$ cat src/rtl/div_pkg.sv
// Shared types and helpers for the sequential restoring divider.
package div_pkg;

  typedef enum logic [1:0] {
    IDLE,
    RUN,
    DONE
  } state_e;

  localparam int DIV_WIDTH_DEFAULT = 4;

  function automatic int clog2(input int value);
    int r;
    r = 0;
    while ((1 << r) < value) r++;
    return r;
  endfunction

endpackage

$ cat src/rtl/addsub_unit.sv
// Combinational W-bit adder/subtractor; sub=1 computes a + ~b + 1 and cout=1 means no borrow.
module addsub_unit
  import div_pkg::*;
#(
  parameter int W = DIV_WIDTH_DEFAULT + 1
) (
  input  logic [W-1:0] a,
  input  logic [W-1:0] b,
  input  logic         sub,
  output logic [W-1:0] sum,
  output logic         cout
);

  logic [W-1:0] b_eff;

  assign b_eff       = sub ? ~b : b;
  assign {cout, sum} = {1'b0, a} + {1'b0, b_eff} + {{W{1'b0}}, sub};

endmodule

$ cat src/rtl/restoring_divider.sv
// Unsigned restoring divider: one quotient bit per clock using addsub_unit as the trial subtractor.
module restoring_divider
  import div_pkg::*;
#(
  parameter int WIDTH = DIV_WIDTH_DEFAULT
) (
  input  logic             clk,
  input  logic             rst,
  input  logic             start,
  input  logic [WIDTH-1:0] dividend,
  input  logic [WIDTH-1:0] divisor,
  output logic             busy,
  output logic             done,
  output logic [WIDTH-1:0] quotient,
  output logic [WIDTH-1:0] remainder,
  output logic             div_by_zero
);

  localparam int CNT_W = clog2(WIDTH);

  state_e           state_q, state_d;
  logic [CNT_W-1:0] cnt_q, cnt_d;
  logic [WIDTH-1:0] div_q, div_d;
  logic [WIDTH-1:0] q_q, q_d;
  logic [WIDTH:0]   r_q, r_d;
  logic [WIDTH-1:0] quotient_q, quotient_d;
  logic [WIDTH-1:0] remainder_q, remainder_d;
  logic             dbz_q, dbz_d;

  logic [WIDTH:0]   r_shift;
  logic [WIDTH:0]   trial;
  logic             no_borrow;

  // Partial remainder shifted left with the next dividend bit brought in.
  assign r_shift = (r_q << 1) | {{WIDTH{1'b0}}, q_q[WIDTH-1]};

  addsub_unit #(.W(WIDTH + 1)) u_addsub (
    .a    (r_shift),
    .b    ({1'b0, div_q}),
    .sub  (1'b1),
    .sum  (trial),
    .cout (no_borrow)
  );

  // NOTE: every variable gets its hold value first so no path leaves it unassigned (no latches).
  always_comb begin
    state_d     = state_q;
    cnt_d       = cnt_q;
    div_d       = div_q;
    q_d         = q_q;
    r_d         = r_q;
    quotient_d  = quotient_q;
    remainder_d = remainder_q;
    dbz_d       = dbz_q;

    case (state_q)
      IDLE: begin
        if (start) begin
          if (divisor != '0) begin
            div_d   = divisor;
            q_d     = dividend;
            r_d     = '0;
            cnt_d   = '0;
            dbz_d   = 1'b0;
            state_d = RUN;
          end else begin
            quotient_d  = '1;
            remainder_d = dividend;
            dbz_d       = 1'b1;
            state_d     = DONE;
          end
        end
      end
      RUN: begin
        q_d   = {q_q[WIDTH-2:0], no_borrow};
        r_d   = no_borrow ? trial : r_shift;
        cnt_d = cnt_q + CNT_W'(1);
        if (cnt_q == CNT_W'(WIDTH - 1)) begin
          quotient_d  = q_d;
          remainder_d = r_d[WIDTH-1:0];
          cnt_d       = '0;
          state_d     = DONE;
        end
      end
      DONE:    state_d = IDLE;
      default: state_d = IDLE;
    endcase
  end

  // NOTE: state registers use non-blocking assignments so all flops update together at the edge.
  always_ff @(posedge clk) begin
    if (rst) begin
      state_q     <= IDLE;
      cnt_q       <= '0;
      div_q       <= '0;
      q_q         <= '0;
      r_q         <= '0;
      quotient_q  <= '0;
      remainder_q <= '0;
      dbz_q       <= 1'b0;
    end else begin
      state_q     <= state_d;
      cnt_q       <= cnt_d;
      div_q       <= div_d;
      q_q         <= q_d;
      r_q         <= r_d;
      quotient_q  <= quotient_d;
      remainder_q <= remainder_d;
      dbz_q       <= dbz_d;
    end
  end

  assign busy        = (state_q != IDLE);
  assign done        = (state_q == DONE);
  assign quotient    = quotient_q;
  assign remainder   = remainder_q;
  assign div_by_zero = dbz_q;

endmodule

$ cat config.mk
export PLATFORM = sky130hd
export DESIGN_NAME = restoring_divider
export DESIGN_NICKNAME = d
export VERILOG_FILES = /design/src/rtl/div_pkg.sv /design/src/rtl/addsub_unit.sv /design/src/rtl/restoring_divider.sv
export SDC_FILE = /design/constraint.sdc
export NUM_CORES = 1
export LEC_CHECK = 0
export CAP_MARGIN = 20
export CORE_ASPECT_RATIO = 0.9
export CORE_MARGIN = 5
export CORE_UTILIZATION = 30
export CTS_CLUSTER_SIZE = 16
export DETAILED_ROUTE_END_ITERATION = 16
export PLACE_DENSITY = 0.61
export SLEW_MARGIN = 10
export SYNTH_ARGS = -nofsm -noshare
export SYNTH_HDL_FRONTEND = slang
export SYNTH_HIERARCHICAL = 1
export SYNTH_SLANG_ARGS = --single-unit
$ cat constraint.sdc
create_clock -name clk -period 2.2 [get_ports clk]
set_input_delay 0.33 -clock clk [delete_from_list [all_inputs] [get_ports clk]]
set_output_delay 0.33 -clock clk [all_outputs]
set_load 0.1 [all_outputs]
# Word-level counts from Yosys, hierarchy flattened
# Cells that the tools add are included.
# op_classes
n_mul,0
magnitude_cmp,0
bitwise_logic,2
n_mux,24
addsub,3
n_reduce_logical,9
eq_ne,7
n_shift,0
div_mod_pow,0
# op_table
op,n
$mux 4,11
$pmux 4 s2,4
$mux 2,6
$ne 2x2->1 const B,4
$pmux 2 s2,2
$add 5x5->6,1
$add 6x1->6 const B,1
$reduce_and 3->1,2
$not 4->5,1
$or 5x1->5,1
$eq 2x2->1 const B,2
$reduce_and 2->1,2
$reduce_and 4->1,1
$reduce_bool 2->1,2
$reduce_bool 4->1,1
$add 2x1->2 const B,1
$eq 2x1->1 const B,1
$logic_not 2->1,1
$mux 1,1
# totals
latch_bits,0
ff_bits,25
mem_count,0
in_bits,11
wordCells,53
romBits,0
out_inout_bits,11
mem_bits_rw,0

# Logic depth before layout (Yosys ltp)
# Gate-level depths: netlist (run 1).
# logic_depth
ltp_word,6
ltp_mapped,9
ltp_nobuf,8

# By module
# The synthesis (run 1) kept the hierarchy.
# by_module_without_submodules
module,seq_area_each_um2,instances,cells_each,area_each_um2
restoring_divider,500.5,1,137,1162.4
addsub_unit,0.0,1,29,240.2

# Worst setup path before layout (run 1)
# OpenSTA, ideal clock, no wires.
# synth_timing
path_type,register to output
startpoint,register state_q[1]
endpoint,output port done
arrival_time_ns,1.765
setup_slack_ns,0.105
required_ns,1.870
path_stages_with_launch,2
n_path_buf,0
path_cell_list,dfxtp_1 -> nor2b_1
# synth_between
elab_chain_len,1
# synth_lines
element,line,source
from (decl),restoring_divider.sv:21,"state_e state_q, state_d;"
from (signal assigned),restoring_divider.sv:102,state_q <= state_d;
$eq 2x2->1,restoring_divider.sv:114,assign done = (state_q == DONE);
to (decl),restoring_divider.sv:13,"output logic done,"
# No other way between the ends.

# Worst setup path after layout (run 1)
# layout_timing
startpoint,register div_q[3]
endpoint,"register remainder_q[1], in the netlist remainder[1]"
# layout_between
elab_chain_len,6
# layout_lines
element,line,source
from (decl),restoring_divider.sv:23,"logic [WIDTH-1:0] div_q, div_d;"
from (signal assigned),restoring_divider.sv:104,div_q <= div_d;
$not 4->5,addsub_unit.sv:16,assign b_eff = sub ? ~b : b;
$add 5x5->6,addsub_unit.sv:17,"assign {cout, sum} = {1'b0, a} + {1'b0, b_eff} + {{W{1'b0}}, sub};"
$add 6x1->6,addsub_unit.sv:17,
via no_borrow,restoring_divider.sv:32,logic no_borrow;
$mux 4,restoring_divider.sv:76,r_d = no_borrow ? trial : r_shift;
$mux 4,restoring_divider.sv:78,if (cnt_q == CNT_W'(WIDTH - 1)) begin
$pmux 4 s2,restoring_divider.sv:56,case (state_q)
to (signal assigned),restoring_divider.sv:108,remainder_q <= remainder_d;
to (decl),restoring_divider.sv:27,"logic [WIDTH-1:0] remainder_q, remainder_d;"
# The timed path passes the listed nets, and every way through them passes these cells. The select of a mux whose other input is x is not followed.
# A chain may end at the register's enable or synchronous reset.

==> reports/metrics.yaml, run 1 <==
sta:
  finalSetupViolations: 0
  slew_viol_final: 0
  period_needed_ns: 2.03
  relSlewSlack_pct: 53.6
  period_share_pct: 92.3
  rsz0062_at_grt: "no"
  hold_viol_final: 0
  finClkSkew_ns: 0.00346
  fin_setup_tns_ns: 0
  worst_slew_pin_slew_ns: 0.697
  fmax_ghz: 0.492
critical_path:
  cp_max_fo: 6
  cp_cell_sequence: "xor2_1, ha_1, or2_2, a21oi_1, a31oi_1, buf_4, mux2_2, nor2_1, o41ai_1"
  start_kind: "flip-flop"
  reg2reg_to: "remainder[1]"
  crit_path_end_kind: "flip-flop"
  crit_end: "remainder[1]"
  critPathRequiredTime_ns: 2.37
  crit_type: "flip-flop to flip-flop"
  worstPathArrival_ns: 2.20
  crit_slowest_cell: "dfxtp_1"
  rr_worst_depth: 9
  r2r_start: "div_q[3]"
  cp-startpoint: "div_q[3]"
  reg2reg_slack_ns: 0.17
  cpPeakStageDelay_ns: 0.32
power:
  p_per_area_nw_per_um2: 589
  irDropWorstVdd_mv: 0.327
  p_leak_uw: 0.000658
cts:
  clock-root-buffer: "clkbuf_8"
  ctsHoldBuffers: 0
  clkTransAtPathRegs_ns: 0.09
  cts_post_setup_buffers_inserted: 0
  cts.sinks: 25
  cts_resized: 0
  clock_path_buffers: 2
  cts_tree: "done"
  clk_latency_ns: 0.27
  cts_inserted_buffers: 3
  htreeDepth: 1
grt:
  grt_max_degree: 21
  grt_pass1_vias: 1108
  overflow: 0
  grt_pass1_wl_microns: 5510
  grtUsageTotal_pct: 11.4
  grt_antenna_before_repair: 0
place:
  dpl.cell_count: 240
  numPortBuffers: 21
  place_hpwl_microns: 2430
  finalWeightedCongestion: 0.764
drt:
  antenna_left: 0
  firstDrtPassIters: 4
  wl_per_cell_microns: 13.5
  drt-initial-drc-count: 39
  finalWirelength_microns: 3290
  vias: 1235
  via_per_inst: 5.06
  drc_errors: 0
layout:
  antenna-diode-count: 0
  layout-drive-gt1-share_pct: 16.5
  final_common_cell: "dfxtp_1"
  syn2layout_area_growth_pct: 20.9
  instances_no_fill: 244
  final_cell_mix: "dfxtp_1, buf_4, a21oi_1"
  nets: 201
  n_fill_cell: 449
synthesis:
  synth_area_sq_um: 1380
  yosysWarningCount: 6
  syn_inst: 163
  syn_nets: 181
  avgSynthCellArea_sq_um: 8.47
hold_path:
  hold_class: "flip-flop to flip-flop"
status:
  status: "finished, final reports clean"
floorplanning:
  num_rows: 23
  start_util_pct: 30.9
  die_y_microns: 74.3
  dieArea_sq_um: 6060
  ios: 22
  die_width_microns: 81.5
  core_area_sq_um: 4460
job:
  drv_cap: 0
report_power, final:
| group | switching, uW | internal (uW) | total (uW) |
|---|---|---|---|
| combinational | 131 | 81.7 | 213 |
| sequential | 18.0 | 472 | 490 |
| clock | 152 | 128 | 280 |
worst min-delay path by stage:
| stage | startpoint | endpoint | cells after the start |
|---|---|---|---|
| after floorplan | rst | q_q[0] | 1 |
| after global placement | div_by_zero | div_by_zero | 2 |
| after global routing | div_by_zero | div_by_zero | 2 |
| after CTS | div_by_zero | div_by_zero | 2 |
| final | div_by_zero | div_by_zero | 2 |
| after detailed placement | div_by_zero | div_by_zero | 2 |
cell type report:
| class | instances | area, sq um | share of cell area [%] |
|---|---|---|---|
| tap | 62 | 77.6 | 4.65 |
| sequential | 25 | 500 | 30.0 |
| inverter | 4 | 15.0 | 0.900 |
| clock inverter | 1 | 7.51 | 0.450 |
| timing repair buffer | 28 | 235 | 14.1 |
| multi-input combinational | 121 | 792 | 47.5 |
| clock buffer | 3 | 41.3 | 2.47 |
registers in the layout, summed over array words and instances (netlist names):
signal,cells
div_by_zero,1
quotient,4
r_q,4
cnt_q,2
remainder,4
state_q,2
q_q,4
div_q,4
critical path, delay by kind of cell (launching register included):
kind / cells / cell delay, ns
adder cells (fa/ha/maj): 1 / 0.27
XOR/XNOR: 1 / 0.14
AND/OR/NAND/NOR: 2 / 0.33
buffers and inverters: 1 / 0.17
AO/OA/AOI/OAI: 3 / 0.46
flip-flops: 1 / 0.32
multiplexers: 1 / 0.24
stage by stage:
| stage | utilization (%) | instance area (sq um) | total power [uW] | hold WS, ns | setup WS (ns) |
|---|---|---|---|---|---|
| 4_1_cts | 37.4 | 1670 | 990 | 0.470 | 0.187 |
| 3_5_place_dp | 36.3 | 1620 | 711 | 0.456 | 0.210 |
| 2_1_floorplan | - | 1380 | 650 | 0.402 | 0.105 |
| 3_3_place_gp | 36.3 | 1620 | 711 | 0.456 | 0.202 |
| 5_1_grt | 37.4 | 1670 | 1040 | 0.488 | 0.0491 |
| 6_report | 37.4 | 1670 | 983 | 0.470 | 0.169 |
metal layers:
metal	track usage [%]	vias to the layer above	part of all wire, %
met5	0	-	0
met4	1.13	0	0.18
met3	2.78	2	3.1
met2	18.9	18	48
met1	15.6	590	49
li1	-	625	-
No activity file was read; power rests on OpenSTA's default activity.
==> run 2, diff against run 1 <==
- SLEW_MARGIN: 10 -> 15
==> results of run 2 <==
Same layout as run 1: the final DEF is identical, and so are final timing and power.
